$ cat src/rtl/l2_input_arbiter.sv
// ---------------------------------------------------------------------------
// l2_input_arbiter
//
// Picks one of N_CH request channels into the L2 pipeline each cycle that
// decode_en is high. Channel 0 has the highest static priority. A per-channel
// age counter stops low-priority channels from starving: a channel that keeps
// losing while eligible becomes urgent after STARVE_MAX lost cycles. Urgent
// channels beat all non-urgent ones. STARVE_MAX = 0 turns the arbiter into a
// plain fixed-priority arbiter.
//
// Ports
//   clk            single clock, rising edge
//   rst            asynchronous active-low reset (clears grant regs and ages)
//   decode_en      arbitration / register-update enable
//   valid[N_CH]    new request per channel
//   replay[N_CH]   stalled request waiting to be replayed per channel
//   block[N_CH]    per-channel inhibit
//   line_addr      packed line addresses, channel i at [i*LINE_W +: LINE_W]
//   ready          combinational accept of a new request
//   replay_ack     combinational accept of a replayed request
//   grant_oh_next  combinational one-hot winner
//   urgent_any     combinational: some channel is urgent
//   grant_vld      registered: a winner was selected
//   grant_oh       registered one-hot winner
//   grant_idx      registered winner index
//   grant_tag      registered winner tag  (line_addr[LINE_W-1:SET_BITS])
//   grant_set      registered winner set  (line_addr[SET_BITS-1:0])
// ---------------------------------------------------------------------------
module l2_input_arbiter #(
    parameter int N_CH       = 4,
    parameter int LINE_W     = 26,
    parameter int SET_BITS   = 8,
    parameter int STARVE_MAX = 7,
    localparam int IDX_W     = (N_CH > 1) ? $clog2(N_CH) : 1,
    localparam int AGE_W     = (STARVE_MAX > 0) ? $clog2(STARVE_MAX + 1) : 1,
    localparam int TAG_W     = LINE_W - SET_BITS
) (
    input  logic                     clk,
    input  logic                     rst,
    input  logic                     decode_en,
    input  logic [N_CH-1:0]          valid,
    input  logic [N_CH-1:0]          replay,
    input  logic [N_CH-1:0]          block,
    input  logic [N_CH*LINE_W-1:0]   line_addr,
    output logic [N_CH-1:0]          ready,
    output logic [N_CH-1:0]          replay_ack,
    output logic [N_CH-1:0]          grant_oh_next,
    output logic                     urgent_any,
    output logic                     grant_vld,
    output logic [N_CH-1:0]          grant_oh,
    output logic [IDX_W-1:0]         grant_idx,
    output logic [TAG_W-1:0]         grant_tag,
    output logic [SET_BITS-1:0]      grant_set
);

    localparam logic             AGING_EN = (STARVE_MAX != 0);
    localparam logic [AGE_W-1:0] AGE_MAX  = AGE_W'(STARVE_MAX);

    logic [N_CH-1:0]     elig;
    logic [N_CH-1:0]     urgent;
    logic                win_vld;
    logic [IDX_W-1:0]    win_idx;
    logic [LINE_W-1:0]   win_addr;

    logic [AGE_W-1:0]    age_q [N_CH];
    logic [AGE_W-1:0]    age_d [N_CH];

    logic                grant_vld_q, grant_vld_d;
    logic [N_CH-1:0]     grant_oh_q,  grant_oh_d;
    logic [IDX_W-1:0]    grant_idx_q, grant_idx_d;
    logic [TAG_W-1:0]    grant_tag_q, grant_tag_d;
    logic [SET_BITS-1:0] grant_set_q, grant_set_d;

    // Stage 0: eligibility, urgency and winner selection (combinational)
    always_comb begin
        elig    = '0;
        urgent  = '0;
        win_vld = 1'b0;
        win_idx = '0;
        for (int i = 0; i < N_CH; i++) begin
            elig[i]   = decode_en & (valid[i] | replay[i]) & ~block[i];
            urgent[i] = elig[i] & AGING_EN & (age_q[i] == AGE_MAX);
        end
        // Scan from the top down so the lowest index is the last to land;
        // the urgent scan runs second so any urgent channel overrides.
        for (int i = N_CH - 1; i >= 0; i--) begin
            if (elig[i]) begin
                win_vld = 1'b1;
                win_idx = IDX_W'(i);
            end
        end
        for (int i = N_CH - 1; i >= 0; i--) begin
            if (urgent[i]) begin
                win_idx = IDX_W'(i);
            end
        end
    end

    always_comb begin
        grant_oh_next = '0;
        win_addr      = '0;
        for (int i = 0; i < N_CH; i++) begin
            grant_oh_next[i] = win_vld & (win_idx == IDX_W'(i));
            if (grant_oh_next[i]) begin
                win_addr = line_addr[i*LINE_W +: LINE_W];
            end
        end
    end

    // A replay on the winning channel is served ahead of a new request.
    assign ready      = grant_oh_next & ~replay;
    assign replay_ack = grant_oh_next & replay;
    assign urgent_any = |urgent;

    // Next-state for grant registers and age counters; everything holds
    // while decode_en is low.
    always_comb begin
        grant_vld_d = grant_vld_q;
        grant_oh_d  = grant_oh_q;
        grant_idx_d = grant_idx_q;
        grant_tag_d = grant_tag_q;
        grant_set_d = grant_set_q;
        for (int i = 0; i < N_CH; i++) begin
            age_d[i] = age_q[i];
        end
        if (decode_en) begin
            // win_idx and win_addr are zero when nothing wins, which makes
            // the no-winner case load all zeros.
            grant_vld_d = win_vld;
            grant_oh_d  = grant_oh_next;
            grant_idx_d = win_idx;
            grant_tag_d = win_addr[LINE_W-1:SET_BITS];
            grant_set_d = win_addr[SET_BITS-1:0];
            for (int i = 0; i < N_CH; i++) begin
                if (!AGING_EN || grant_oh_next[i] || !elig[i]) begin
                    age_d[i] = '0;
                end else if (age_q[i] != AGE_MAX) begin
                    age_d[i] = age_q[i] + 1'b1;
                end
            end
        end
    end

    // Stage 1: grant registers and age counters
    always_ff @(posedge clk or negedge rst) begin
        if (!rst) begin
            grant_vld_q <= 1'b0;
            grant_oh_q  <= '0;
            grant_idx_q <= '0;
            grant_tag_q <= '0;
            grant_set_q <= '0;
            for (int i = 0; i < N_CH; i++) begin
                age_q[i] <= '0;
            end
        end else begin
            grant_vld_q <= grant_vld_d;
            grant_oh_q  <= grant_oh_d;
            grant_idx_q <= grant_idx_d;
            grant_tag_q <= grant_tag_d;
            grant_set_q <= grant_set_d;
            for (int i = 0; i < N_CH; i++) begin
                age_q[i] <= age_d[i];
            end
        end
    end

    assign grant_vld = grant_vld_q;
    assign grant_oh  = grant_oh_q;
    assign grant_idx = grant_idx_q;
    assign grant_tag = grant_tag_q;
    assign grant_set = grant_set_q;

endmodule

$ cat config.mk
export PLATFORM = sky130hd
export DESIGN_NAME = l2_input_arbiter
export DESIGN_NICKNAME = d
export VERILOG_FILES = /design/src/rtl/l2_input_arbiter.sv
export SDC_FILE = /design/constraint.sdc
export NUM_CORES = 1
export LEC_CHECK = 0
export BUFFER_PORTS_ARGS = -buffer_cell sky130_fd_sc_hd__buf_2
export CORE_ASPECT_RATIO = 1.75
export CORE_UTILIZATION = 35
export DETAILED_ROUTE_END_ITERATION = 8
export GPL_TIMING_DRIVEN = 0
export PLACE_DENSITY = 0.74
export SLEW_MARGIN = 10
export SYNTH_ARGS = -nofsm -noshare
export SYNTH_HDL_FRONTEND = slang
export SYNTH_SLANG_ARGS = --single-unit
export TNS_END_PERCENT = 10
$ cat constraint.sdc
create_clock -name clk -period 2.4 [get_ports clk]
set_input_delay 0.24 -clock clk [delete_from_list [all_inputs] [get_ports clk]]
set_output_delay 0.24 -clock clk [all_outputs]
set_load 0.03 [all_outputs]
==> results of run 1 <==
## cell usage in the layout, fill, tap and decap left out, drive strengths merged, types with 3 or more instances in the layout
master,Yosys,layout
buf,16,194
a21oi,47,47
dfrtp,45,45
a211oi,23,23
clkbuf,15,23
a311oi,19,19
a221o,19,19
nor2,9,9
a22o,8,8
ha,8,8
a21o,7,7
o21ai,6,6
nand2,5,5
inv,5,5
and2,4,4
a31oi,4,4
a22oi,4,4
o31ai,4,4
mux2,4,4
nand3,4,4
nand2b,3,3
or3,3,3
or2,3,3
and3,3,3
nor2b,3,3
## per-stage QoR
| step | TNS, ns | hold slack (ns) | util | cells | area, sq um |
|---|---|---|---|---|---|
| floorplan | -0.124 | -0.0556 | - | 294 | 2880 |
| global placement | -5.81 | 0.460 | 0.479 | 548 | 3810 |
| detailed placement | -6.56 | 0.466 | 0.479 | 548 | 3810 |
| CTS | -0.808 | 0.172 | 0.532 | 569 | 4240 |
| global route | -4.51 | 0.183 | 0.540 | 572 | 4300 |
| finish | -1.34 | 0.146 | 0.540 | 572 | 4300 |
## registers in the layout (all words and copies together) (netlist names)
register	flops
age_q	12
grant_idx	2
grant_oh	4
grant_set	8
grant_tag	18
grant_vld	1
## layer usage
| layer | track usage | vias up | routed length (um) |
|---|---|---|---|
| li1 | - | 1560 | - |
| met1 | 0.272 | 1637 | 4030 |
| met2 | 0.448 | 170 | 5550 |
| met3 | 0.0380 | 40 | 657 |
| met4 | 0.154 | 0 | 491 |
| met5 | 0 | - | 0 |
## cells in the mapped netlist (4+ instances only)
cell	n
a21oi_1	46
o21ai_0	5
o31ai_1	4
clkbuf_1	14
a22oi_1	4
buf_2	9
a31oi_1	4
dfrtp_1	45
nor2_1	9
a211oi_1	23
mux2_2	4
and2_1	4
a21o_1	7
a221o_1	19
ha_1	8
a22o_1	8
buf_6	4
nand2_1	4
a311oi_1	19
## cell families (layout without fill, tap and decap cells)
logic type / after synthesis / in the layout / synth area share
fa+ha+maj: 8 / 8 / 0.0349
buf+inv: 36 / 224 / 0.0627
mux: 4 / 4 / 0.0157
simple gates: 46 / 46 / 0.0967
compound gates: 155 / 155 / 0.398
flops: 45 / 45 / 0.392
## power breakdown
part / internal, uW / switching [uW] / total [uW] / leakage, uW
registers: 876 / 65.4 / 941 / 0.000545
logic: 409 / 616 / 1030 / 0.00144
clock network: 383 / 287 / 669 / 0.0000706
## what timing repair did
action                                  in CTS  in global routing
gates resized for setup                     55                 11
hold buffers                                 0                  0
setup buffers                               14                  3
pin swaps                                    9                  5
endpoints found under the setup margin      49                 41
## area by class of cell
class                   instances  area share
clock inverters                 2     0.00233
repair buffers                181       0.233
flip-flops and latches         45       0.262
clock buffers                   6      0.0300
well taps                      90      0.0262
plain buffers                  30      0.0457
multi-input cells             213       0.396
inverters                       5     0.00552
## worst min-delay path by stage
stage	depth (start not counted)	end	slack [ns]
after floorplan	0	age_q[0]	-0.06
after global routing	2	grant_tag[17]	0.18
after CTS	2	grant_tag[17]	0.17
after global placement	1	grant_oh[0]	0.46
after detailed placement	1	grant_oh[2]	0.47
final	1	grant_tag[10]	0.15
==> metrics, run 1 <==
Worst setup startpoint age_q[1]; vias in the first global route between 3,000 and 4,000; Clock Pin Slew Worst Setup and Hold Paths 0.07 ns; Main synth FF type dfrtp_1; cell family with most CP delay simple AND/OR/NAND/NOR gates; worst setup margin -0.173 ns; Fin Clk Skew 0.00703 ns; Maximum Capacitance Violations 0; CP max stage cell dfrtp_1; Worst Path Required 2.16 ns; area of the multi-input gates 1700 sq um; CTS tree yes; Via Count approximately 3,400; number of distinct library cells after synthesis 55; worst min-delay path class primary input to async pin; total gr overflow 0; Place WS -0.360 ns; register bit total from synthesis 45; FF/Latch Area 1130 sq um; clock buffer depth 2; ordered cell list for the critical path ha_2, ha_4, nor3b_4, a311o_1, buf_6, o21ai_2, and3_4, nor2b_4, buf_6; Crit path top cell by count buf_6; post-DP HPWL 7850 um; Num CTS Buffers 5; row count between 40 and 50; Setup crit start kind register; syn nets 421; share of cells above drive strength 1 0.506; share of the synthesized area in the top cell type 0.392; routed len/inst 18.8 um; RSZ-0062 raised after global routing true; largest area contributor in the netlist dfrtp_1; Initial Utilization 0.361; length in cells of the worst reg-to-reg path 10; Synth area leaders dfrtp_1 39%, a21oi_1 8.0%, a221o_1 6.6%, a211oi_1 6.0%, a311oi_1 5.8%; Via density 5.96; GPL Wtd Cong around 0.9; largest net degree at the start of global routing 46; peak supply drop 442 uV; Max-slew headroom 0.299; first-pass GRT wire length 16,700 um; Cells after Synth 294; clock latency on the worst-skew pair 0.29 ns; Ports between 150 and 200; Iter 0 DRT Violations 242; Post-Syn Area 2870 sq um; ant diodes 0; crit-path max cell delay 0.39 ns; Setup CP Type register to primary output; H-tree depth 2; DRC violations left 25; worst r2r src age_q[1]; worst r2r dst grant_tag[17]; Clk Tree Root Cell clkbuf_16; Final Setup Violations 26; mean post-synth cell area 9.77 sq um; initial antenna violation count 0; die height ~120 um; filler cell count between 700 and 800; Sinks on Clock Net 45; end of the critical path ready[1]; Pwr Density 612 nW/um^2; Hold Violations, Final 0; Final Slew Violations 0; CP Max Fanout 4; overall power 2640 uW; GRT Total Usage 0.250; Worst-Margin Slew about 1.1 ns; Crit. path cell count 9; leak pwr 0.00205 uW; R2R Setup Slk -0.07 ns; post-synthesis sequential area ratio 0.392; Synthesis Warnings 0; DRT Wirelength 10,700 um; ys async rst share 1.00; DR pass1 iterations 7; Bufs and invs on worst path 2; post-route minimum period 2.57 ns; width of the die 70.5 um; IO buf count around 160; post-route ant nets 0; number of synthesized flops with an enable pin 0; Die Area about 8600 sq um; outcome finished, violations left; failing checks design-rule violations, negative setup slack; Std-Cell Core Area about 8000 sq um; final period utilization 1.07; CP endpoint kind primary output; Final nets between 600 and 700; Max Fclk 0.389 GHz; area grow syn2layout 49.8%; crit path DAT approximately 2.3 ns
No activity file was read; power rests on OpenSTA's default activity.
==> run 2, diff against run 1 <==
--- a/config.mk
+++ b/config.mk
@@ -11,6 +11,7 @@
 export DETAILED_ROUTE_END_ITERATION = 8
 export GPL_TIMING_DRIVEN = 0
 export PLACE_DENSITY = 0.74
+export RECOVER_POWER = 25
 export SLEW_MARGIN = 10
 export SYNTH_ARGS = -nofsm -noshare
 export SYNTH_HDL_FRONTEND = slang
==> run 2 against run 1 <==
Against the previous run: first-iteration DRC count down 6.2%; global-route usage unchanged; highest routed layer unchanged; the run still ends with design-rule violations, negative setup slack left; setup slack about the same.
==> metrics, run 2 (synthesized netlist as in run 1, its figures left out) <==
Final Setup Violations 26 (unchanged); Setup CP Type register to primary output (unchanged); commonest cells after routing, fill and taps aside 158 x buf_2, 45 x a21oi_1, 45 x dfrtp_1, 22 x a211oi_1, 20 x buf_4 (was 159 x buf_2, 45 x a21oi_1, 45 x dfrtp_1, 22 x a211oi_1, 20 x buf_4); RSZ-0062 raised after global routing true (unchanged); length in cells of the worst reg-to-reg path 10 (unchanged); routed len/inst 18.7 um (was 18.8 um); GRT Total Usage 0.250 (unchanged); Num CTS Buffers 5 (unchanged); post-cts hold buffer count 0 (unchanged); clock buffer depth 2 (unchanged); Max-slew headroom 0.220 (was 0.299); Via density 5.96 (unchanged); Sinks on Clock Net 45 (unchanged); post-route minimum period 2.57 ns (about the same); H-tree depth 2 (unchanged); largest net degree at the start of global routing 46 (unchanged); Hold Worst Slack 0.179 ns (was 0.146 ns); met1 WL 4000 um (was 4030 um); Pwr Density 613 nW/um^2 (was 612 nW/um^2); Final nets 608 (unchanged); final period utilization 1.07 (about the same); peak supply drop 443 uV (was 442 uV); Max Fclk 0.389 GHz (about the same); DRC violations left 25 (unchanged); share of cells above drive strength 1 0.506 (unchanged); Clock Pin Slew Worst Setup and Hold Paths 0.07 ns (about the same); Largest register FFs 18 (unchanged); Std-Cell Core Area 7960 sq um (unchanged); leak pwr 0.00205 uW (about the same); Worst Path Required 2.16 ns (about the same); setup total negative slack -1.33 ns (was -1.34 ns); Iter 0 DRT Violations 227 (was 242); commonest non-fill, non-tap cell in the layout buf_2 (unchanged); Hold Violations, Final 0 (unchanged); DRT Wirelength 10,700 um (about the same); IO buf count 164 (unchanged); failing checks design-rule violations, negative setup slack (unchanged); CP Max Fanout 4 (unchanged); width of the die 70.5 um (unchanged); post-DP HPWL 7850 um (unchanged); Via Count 3,407 (unchanged); Setup crit start kind register (unchanged); die height 122 um (unchanged); clock latency on the worst-skew pair 0.29 ns (about the same); Ports 165 (unchanged); Clk Tree Root Cell clkbuf_16 (unchanged); Fin Clk Skew 0.00842 ns (was 0.00703 ns); CP endpoint kind primary output (unchanged); Met3 Routed Length 676 um (was 657 um); Worst-Margin Slew 1.17 ns (was 1.05 ns); CTS tree yes (unchanged); Die Area 8590 sq um (unchanged); area grow syn2layout 49.8% (unchanged); vias in the first global route 3,516 (unchanged); crit path DAT 2.33 ns (about the same); worst min-delay path class primary input to async pin (unchanged); post-route ant nets 0 (unchanged); initial antenna violation count 0 (unchanged); row count 43 (unchanged); Worst setup startpoint age_q[1] (unchanged); worst setup margin -0.173 ns (about the same); total gr overflow 0 (unchanged); uppermost layer routed met4 (unchanged); ant diodes 0 (unchanged); Final Slew Violations 0 (unchanged); Maximum Capacitance Violations 0 (unchanged); worst r2r src age_q[1] (unchanged); met2 wire len 5550 um (about the same); DR pass1 iterations 7 (unchanged); GPL Wtd Cong 0.898 (unchanged); first-pass GRT wire length 16,700 um (unchanged); outcome finished, violations left (unchanged); Initial Utilization 0.361 (unchanged)
==> run 2: cell count changes in the layout (fill, tap and decap cells not counted), sizes merged <==
| cell | previous run | this run |
|---|---|---|
| buf | 194 | 193 |
| clkbuf | 23 | 24 |
==> run 2: worst max-delay path, cell delays in order (launching register included) <==
cell     delay [ns]
dfrtp_1        0.39
ha_2           0.21
ha_4           0.17
nor3b_4        0.14
a311o_1        0.37
buf_6          0.15
o21ai_2        0.12
and3_4         0.23
nor2b_4        0.14
buf_6          0.13
==> run 2: worst paths after layout <==
path / slack [ns] / to
max: -0.17 / ready[1]
min in group clk: 0.18 / grant_tag[17]
max reg2reg: -0.08 / grant_tag[17]
min: 0.18 / grant_tag[10]
min reg2reg: 0.48 / grant_oh[0]
max in group asynchronous: 1.50 / grant_tag[13]
==> run 2: what timing repair did <==
| item | 4_1_cts | 5_1_grt |
|---|---|---|
| endpoints found under the setup margin | 49 | 41 |
| setup buffers | 14 | 3 |
| gates resized for setup | 55 | 11 |
| pin swaps | 9 | 5 |
==> run 2: area by class of cell <==
class	count	area [sq um]
Fill cell	748	3660
Multi-Input combinational cell	213	1700
Sequential cell	45	1130
Timing Repair Buffer	181	1000
Buffer	30	196
Clock buffer	6	129
Tap cell	90	113
Inverter	5	23.8
Clock inverter	2	10.0
==> run 2: per-layer routing <==
| layer | global-route usage | vias to the layer above |
|---|---|---|
| li1 | - | 1559 |
| met1 | 0.272 | 1637 |
| met2 | 0.448 | 171 |
| met3 | 0.0380 | 40 |
| met4 | 0.154 | 0 |
| met5 | 0 | - |
==> run 2: through the flow <==
| stage | cells | util | setup WS [ns] | power, uW | instance area, sq um |
|---|---|---|---|---|---|
| floorplan | 294 | - | -0.0629 | 1560 | 2880 |
| finish | 572 | 0.540 | -0.173 | 2640 | 4300 |
| global route | 572 | 0.540 | -0.230 | 2760 | 4300 |
| CTS | 569 | 0.532 | -0.147 | 2640 | 4240 |
| detailed placement | 548 | 0.479 | -0.360 | 1900 | 3810 |
| global placement | 548 | 0.479 | -0.369 | 1880 | 3810 |
==> run 2: power breakdown <==
group | total [uW] | switching (uW) | leakage, uW | internal [uW]
Clock | 671 | 288 | 0.0000706 | 383
Combinational | 1020 | 616 | 0.00144 | 408
Sequential | 941 | 65.0 | 0.000545 | 876
Total | 2640 | 970 | 0.00205 | 1670
